<file path="config.mk">
export PLATFORM = sky130hd
export DESIGN_NAME = wb_arbiter
export DESIGN_NICKNAME = d
export VERILOG_FILES = /design/src/rtl/wb_arbiter.sv
export SDC_FILE = /design/constraint.sdc
export NUM_CORES = 1
export LEC_CHECK = 0
export ABC_CLOCK_PERIOD_IN_PS = 5700
export CAP_MARGIN = 25
export CORE_AREA = 2 2 167 169
export DETAILED_ROUTE_END_ITERATION = 7
export DIE_AREA = 0 0 169 171
export GPL_TIMING_DRIVEN = 0
export PLACE_DENSITY = 0.61
export SLEW_MARGIN = 20
export SYNTH_ARGS = -nofsm -noshare
export SYNTH_HDL_FRONTEND = slang
export SYNTH_SLANG_ARGS = --single-unit
</file>
<file path="constraint.sdc">
create_clock -name clk -period 5.7 [get_ports clk]
set_input_delay 1.71 -clock clk [delete_from_list [all_inputs] [get_ports clk]]
set_output_delay 1.71 -clock clk [all_outputs]
set_load 0.02 [all_outputs]
</file>
<file path="src/rtl/wb_arbiter.sv">
// Round-robin writeback arbiter feeding a 1-entry registered CDB stage.
// Stale-epoch results are consumed and counted, never buffered.
module wb_arbiter #(
    parameter  int NUM_SRC = 4,
    localparam int ROB_W   = 6,
    localparam int PHYS_W  = 7,
    localparam int IDX_W   = $clog2(NUM_SRC)
) (
    input  logic                      clk,
    input  logic                      rst,
    input  logic [NUM_SRC-1:0]        src_valid,
    output logic [NUM_SRC-1:0]        src_ready,
    input  logic [NUM_SRC*32-1:0]     src_pc,
    input  logic [NUM_SRC*ROB_W-1:0]  src_rob_idx,
    input  logic [NUM_SRC*PHYS_W-1:0] src_prd_new,
    input  logic [NUM_SRC*2-1:0]      src_epoch,
    input  logic [NUM_SRC*32-1:0]     src_data,
    input  logic [1:0]                cur_epoch,
    input  logic                      flush,
    output logic                      cdb_valid,
    input  logic                      cdb_ready,
    output logic [31:0]               cdb_pc,
    output logic [ROB_W-1:0]          cdb_rob_idx,
    output logic [PHYS_W-1:0]         cdb_prd_new,
    output logic [1:0]                cdb_epoch,
    output logic [31:0]               cdb_data,
    output logic [IDX_W-1:0]          cdb_grant_id,
    output logic [15:0]               drop_cnt
);

    logic              out_vld_q, out_vld_d;
    logic [IDX_W-1:0]  rr_ptr_q, rr_ptr_d;
    logic [31:0]       pc_q, pc_d;
    logic [ROB_W-1:0]  rob_q, rob_d;
    logic [PHYS_W-1:0] prd_q, prd_d;
    logic [1:0]        epoch_q, epoch_d;
    logic [31:0]       data_q, data_d;
    logic [IDX_W-1:0]  gid_q, gid_d;
    logic [15:0]       drop_cnt_q, drop_cnt_d;

    logic [NUM_SRC-1:0] stale, elig, grant;
    logic               out_free, found;
    logic [IDX_W-1:0]   gnt_idx, scan_idx;
    logic [IDX_W:0]     scan_sum;
    logic [4:0]         drop_n;
    logic [16:0]        drop_sum;

    always_comb begin
        stale = '0;
        elig  = '0;
        for (int i = 0; i < NUM_SRC; i++) begin
            stale[i] = src_valid[i] && (src_epoch[2*i +: 2] != cur_epoch);
            elig[i]  = src_valid[i] && !stale[i];
        end

        out_free = !out_vld_q || (cdb_ready && !flush);

        // Scan from rr_ptr upward with wrap; first eligible wins.
        grant    = '0;
        found    = 1'b0;
        gnt_idx  = '0;
        scan_sum = '0;
        scan_idx = '0;
        if (out_free && !flush && !rst) begin
            for (int k = 0; k < NUM_SRC; k++) begin
                scan_sum = {1'b0, rr_ptr_q} + (IDX_W+1)'(k);
                if (scan_sum >= (IDX_W+1)'(NUM_SRC))
                    scan_sum = scan_sum - (IDX_W+1)'(NUM_SRC);
                scan_idx = scan_sum[IDX_W-1:0];
                if (!found && elig[scan_idx]) begin
                    found           = 1'b1;
                    grant[scan_idx] = 1'b1;
                    gnt_idx         = scan_idx;
                end
            end
        end

        src_ready = (stale | grant) & {NUM_SRC{!flush && !rst}};

        out_vld_d = out_vld_q && !cdb_ready && !flush;
        rr_ptr_d  = rr_ptr_q;
        pc_d      = pc_q;
        rob_d     = rob_q;
        prd_d     = prd_q;
        epoch_d   = epoch_q;
        data_d    = data_q;
        gid_d     = gid_q;
        if (found) begin
            out_vld_d = 1'b1;
            rr_ptr_d  = (gnt_idx == IDX_W'(NUM_SRC - 1)) ? '0 : gnt_idx + 1'b1;
            pc_d      = src_pc[gnt_idx*32 +: 32];
            rob_d     = src_rob_idx[gnt_idx*ROB_W +: ROB_W];
            prd_d     = src_prd_new[gnt_idx*PHYS_W +: PHYS_W];
            epoch_d   = src_epoch[gnt_idx*2 +: 2];
            data_d    = src_data[gnt_idx*32 +: 32];
            gid_d     = gnt_idx;
        end

        drop_n = '0;
        for (int i = 0; i < NUM_SRC; i++)
            drop_n = drop_n + 5'(stale[i] && !flush);
        drop_sum   = {1'b0, drop_cnt_q} + 17'(drop_n);
        drop_cnt_d = drop_sum[16] ? 16'hFFFF : drop_sum[15:0];
    end

    always_ff @(posedge clk) begin
        if (rst) begin
            out_vld_q  <= 1'b0;
            rr_ptr_q   <= '0;
            pc_q       <= '0;
            rob_q      <= '0;
            prd_q      <= '0;
            epoch_q    <= '0;
            data_q     <= '0;
            gid_q      <= '0;
            drop_cnt_q <= '0;
        end else begin
            out_vld_q  <= out_vld_d;
            rr_ptr_q   <= rr_ptr_d;
            pc_q       <= pc_d;
            rob_q      <= rob_d;
            prd_q      <= prd_d;
            epoch_q    <= epoch_d;
            data_q     <= data_d;
            gid_q      <= gid_d;
            drop_cnt_q <= drop_cnt_d;
        end
    end

    assign cdb_valid    = out_vld_q && !flush;
    assign cdb_pc       = pc_q;
    assign cdb_rob_idx  = rob_q;
    assign cdb_prd_new  = prd_q;
    assign cdb_epoch    = epoch_q;
    assign cdb_data     = data_q;
    assign cdb_grant_id = gid_q;
    assign drop_cnt     = drop_cnt_q;

endmodule

</file>
# Yosys cells after proc, flatten, opt, wreduce, memory -nomap -nowiden
# Index checks and enable logic that the tools add are counted.
# classes
reduce_logical	38
n_lt_le_gt_ge	12
div_mod_pow	0
n_mul	2
n_eq_ne	5
add_sub_neg	12
shift	5
mux	48
bitwise	5
# ops
operator	n
variable part select 128 x 8 -> 32 bit	2
two-way mux 4 bit	8
two-way mux 2 bit	14
variable part select 28 x 6 -> 7 bit	1
logical AND 1 bit	26
variable part select 24 x 6 -> 6 bit	1
adder 16 x 4 -> 17 bit	1
two-way mux 1 bit	17
two-way mux 16 bit	1
bitwise OR 4 bit	4
< comparator 2 x 3 -> 1 bit (second input constant)	4
zero test 1 bit	11
>= comparator 3 bit (second input constant)	3
binary-select mux 1 bit (select 2 bit)	4
demux 1 bit (select 2 bit)	4
>= comparator 2 x 1 -> 1 bit (second input constant)	4
!= test 2 bit	4
variable part select 8 x 4 -> 2 bit	1
subtractor 2 x 1 -> 2 bit (second input constant)	4
adder 2 x 2 -> 3 bit (second input constant)	2
multiplier 2 x 3 -> 5 bit (second input constant)	1
adder 3 x 1 -> 4 bit	1
AND 4 bit	1
multiplier 2 x 2 -> 4 bit (second input constant)	1
other kinds (7)	7
# totals
in_bits	326
elab_cells	136
mem_bits_rw	0
regBits	100
rom_bits	0
out_inout_bits	102
memories	0
latch_bits	0

# Logic depth before layout (Yosys ltp)
# logic_depth
ltp_word	24
depth_mapped	18
ltp_nobuf	16

# Least setup slack after synthesis
# Ideal clock, no wire load.
# synth_timing
kind	in2out
start	input port cur_epoch[0]
end	output port src_ready[0]
required_time_ns	3.990
n_path_buf	1
arrival_time_ns	3.572
cell_stages	7
setup_slack_ns	0.418
path_cell_list	buf_6 xnor2_2 and3_1 mux4_2 a2111oi_4 a221oi_1 o22ai_1
# synth_via
elab_chain_len	22
word_cells_on_any_way	49
classes_between	eq/ne (4); mux (22); bitwise (5); reduce/logical (18)
# synth_rtl
element	line	source
start: declaration	18	input logic [1:0] cur_epoch,
!= test 2 bit	52	stale[i] = src_valid[i] && (src_epoch[2*i +: 2] != cur_epoch);
logical AND 1 bit	52	
zero test 1 bit	53	elig[i] = src_valid[i] && !stale[i];
logical AND 1 bit	53	
binary-select mux 1 bit (select 2 bit)	70	if (!found && elig[scan_idx]) begin
two-way mux 1 bit (implied by the code)	70	
two-way mux 1 bit	70	
two-way mux 1 bit	64	if (out_free && !flush && !rst) begin
[... 6 more ...]	-	
two-way mux 1 bit	70	
two-way mux 1 bit	64	
zero test 1 bit	70	
logical AND 1 bit	70	
two-way mux 4 bit	70	
two-way mux 4 bit	64	
bitwise OR 4 bit *	78	src_ready = (stale | grant) & {NUM_SRC{!flush && !rst}};
AND 4 bit *	78	
end: declaration	12	output logic [NUM_SRC-1:0] src_ready,
# Every way passes the cells marked *; elsewhere a longest branch is shown, timed or not. The select of a mux whose other input is x is not followed.

# Worst setup path after layout
# layout_timing
start	input port src_valid[0]
end	output port src_ready[2]
# layout_via
elab_chain_len	21
word_cells_on_any_way	36
classes_between	mux (22); bitwise (5); reduce/logical (9)
# layout_rtl
element	line	source
start: declaration	11	input logic [NUM_SRC-1:0] src_valid,
logical AND 1 bit	52	
zero test 1 bit	53	
logical AND 1 bit *	53	
binary-select mux 1 bit (select 2 bit)	70	
two-way mux 1 bit (implied by the code)	70	
two-way mux 1 bit	70	
two-way mux 1 bit	64	
zero test 1 bit	70	
[... 5 more ...]	-	
two-way mux 1 bit	70	
two-way mux 1 bit	64	
zero test 1 bit	70	
logical AND 1 bit	70	
two-way mux 4 bit *	70	
two-way mux 4 bit *	64	
bitwise OR 4 bit *	78	
AND 4 bit *	78	
# Marks and branches as above.

==> impl_metrics.toml <==
[run_status]
outcome = "complete, no violations"

[synthesis]
avgSynthCellArea_sq_um = 9.54
synth.most_common_cell = "mux2i_1"
yosysWarningCount = 0
synthXorXnorAreaFrac_pct = 3.79
ys_seq_elements = 100
yosysTopAreaCell = "dfxtp_1"
synth_compound_area_share_pct = 23.5
synth-edff-count = 0
synth.top_cell.area_share_pct = 31.9
synth_fp_nets = 995
synth_cells = 657
synthSimpleGateAreaFrac_pct = 13.0
async_flop_share_pct = 0
synth-main-ff-cell = "dfxtp_1"
synthMuxAreaShare_pct = 19.0
ys_types = 54
synth_top_family_by_area = "compound AO/OA/AOI/OAI gates"
post_synth_fa_ha_maj_area_fraction_pct = 2.76
syn_area_sq_um = 6270
ys_seq_area_share_pct = 31.9
synth_area_leaders = "dfxtp_1, mux2i_1, o221ai_1"
synth_top_cells_by_count = "mux2i_1, dfxtp_1, o221ai_1"

[clock_network]
cts_tree = "done"
cts_hold_buf = 0
cts_num_sinks = 100
clock_latency_ns = 0.35
cts_buffer_depth = 2
htree_levels = 3
cts-root-buf = "clkbuf_16"
numCtsBuffers = 9
path_clk_slew_ns = 0.08

[sta]
fin_crit_ns = 5.59
timing.fmax_ghz = 0.179
tightest_slew_ns = 0.828
tns_ns = 0
slew_headroom_pct = 44.8
whs_ns = 0.464
rsz0062_at_grt = "false"
hold_viol = 0
setup_viol = 0
clock_skew_ns = 0.00979
finalMaxSlewViolations = 0
fin_crit_sh_pct = 98.0

[hold_path]
min-delay-path-class = "reg -> reg"

[pwr]
finalPower_mw = 3.32
vdd_drop_max_uv = 121
p_leak_nw = 3.95
p_per_area_nw_per_um2 = 293

[finish]
nNetsFinal = 1436
areaGrowthSynthToFinish_pct = 80.9
final_core_util_pct = 41.5
drive_gt1_share_pct = 8.07
finalNonFillerCells = 1452

[drt]
dr.pass1.iters = 4
drt-initial-drc-count = 301
ant_nets = 0
routedWlPerCell_microns = 21.2
vias = 7228
vias_per_cell = 4.98
drt_wl_total_microns = 30800
drcViolationCount = 0

[worst_setup_path]
required_ns = 3.99
crit_top_cell = "buf_4"
crit_buf_inv = 3
endpoint = "src_ready[2]"
crit_family = "buffers and inverters"
worst-path-stages = 8
crit_slowest_cell = "clkdlybuf4s50_1"
cp-startpoint = "src_valid[0]"
arrival_ns = 3.88
crit_chain = "clkdlybuf4s50_1, nand3_1, mux4_2, a2111oi_4, buf_4, a221oi_1, o22ai_1, buf_4"
r2r-start = "rr_ptr_q[0]"
path_max_fanout = 5
rr_worst_depth = 12
critPathKind = "in -> out"
end_kind = "output port"
r2r-end = "cdb_pc[3]"
r2r_setup_slack_ns = 1.52
cpPeakStageDelay_ns = 0.55
startpoint_type = "input port"

[placed_design]
routabilityCongestion = 0.846
dpl.cell_count = 1427
io_buffers = 424
dp_hpwl_microns = 24400

[grt]
grt.overflow.total = 0
top_usage_layer = "met2"
grt_pass1_vias = 7297
grt_pass1_wl_microns = 43600
grt_use_total_pct = 20.2
met1_usage_pct = 23.2
antenna_found_initial = 4
grt_max_degree = 17
met2_usage_pct = 36.7
use_met3_pct = 5.69

[floorplan]
die_y_microns = 171
start_util_pct = 22.9
fp.dieW_microns = 169
core_area_sq_um = 27300
fp-row-count = 61
die-area_sq_um = 28900
pin_count = 428

[flow_run]
drv_cap = 0
final cells by class:
type / instances / area, sq um
fill: 2772 / 16000
timing repair buffer: 431 / 4280
multi-input combinational: 486 / 3940
sequential: 100 / 2000
tap: 346 / 433
buffer: 62 / 344
clock buffer: 11 / 243
clock inverter: 5 / 61.3
inverter: 8 / 30.0
antenna: 3 / 7.51
worst register-to-register path, stage by stage (launching register included):
cell and delay (ns):
dfxtp_1 0.36, clkbuf_2 0.20, inv_1 0.10, clkbuf_1 0.52, ha_2 0.46, and4b_1 0.30, o32a_1 0.16, buf_4 0.20
o2bb2ai_2 0.11, xnor2_2 0.54, clkbuf_1 0.69, a22oi_1 0.25, o221ai_1 0.22
per-stage QoR:
stage | cell area, sq um | setup slack (ns)
after global routing | 11300 | 0.00311
after CTS | 11300 | 0.101
after detailed placement | 11000 | -0.764
after global placement | 10900 | -0.715
final | 11300 | 0.114
after floorplan | 6270 | 0.418
state kept, by name, summed over array words and instances, names as in the netlist:
signal	cells
cdb_rob_idx	6
cdb_prd_new	7
cdb_epoch	2
rr_ptr_q	2
drop_cnt	16
cdb_pc	32
cdb_data	32
cdb_grant_id	2
out_vld_q	1
per-layer routing:
metal  vias up  routed length [microns]
li1       3444                        -
met1      3443                    12200
met2       300                    15600
met3        39                     2230
met4         2                      660
met5         -                       13
cells by family after synthesis:
logic type               count (synthesis)
adder cells (fa/ha/maj)                 12
buffers and inverters                   71
XOR/XNOR                                22
flip-flops                             100
multiplexers                           115
AND/OR/NAND/NOR                        154
AO/OA/AOI/OAI                          183
power breakdown:
| part | internal, mW | switching (mW) |
|---|---|---|
| clock | 0.356 | 0.305 |
| combinational | 0.811 | 0.886 |
| sequential | 0.864 | 0.101 |
how the worst min path moves through the flow:
| stage | startpoint | end | slack, ns | cells past startpoint |
|---|---|---|---|---|
| global route | cdb_pc[10] | cdb_pc[10] | 0.49 | 2 |
| floorplan | out_vld_q | out_vld_q | 0.48 | 2 |
| detailed placement | cdb_pc[0] | cdb_pc[0] | 0.45 | 2 |
| CTS | cdb_pc[0] | cdb_pc[0] | 0.47 | 2 |
| global placement | cdb_pc[8] | cdb_pc[8] | 0.44 | 2 |
| finish | cdb_data[14] | cdb_data[14] | 0.46 | 2 |
placed cells by master (no fill, tap or decap), types with 9 or more instances in the layout:
cell type and count:
dfxtp_1 100, nor2_1 17, and3_1 9, clkbuf_16 9, nand3b_1 31, o221ai_1 78
clkdlybuf4s50_1 411, buf_4 20, xnor2_1 9, clkbuf_1 31, mux2i_1 111, a21oi_1 16
a22oi_1 51, nand2_1 59, buf_2 14
what timing repair did:
| item | 4_1_cts | 5_1_grt |
|---|---|---|
| pin swaps | 7 | 1 |
| setup buffers | 7 | 0 |
| resized for setup | 32 | 4 |
| setup endpoints to repair | 4 | 4 |
(Power assumes the default switching activity.)
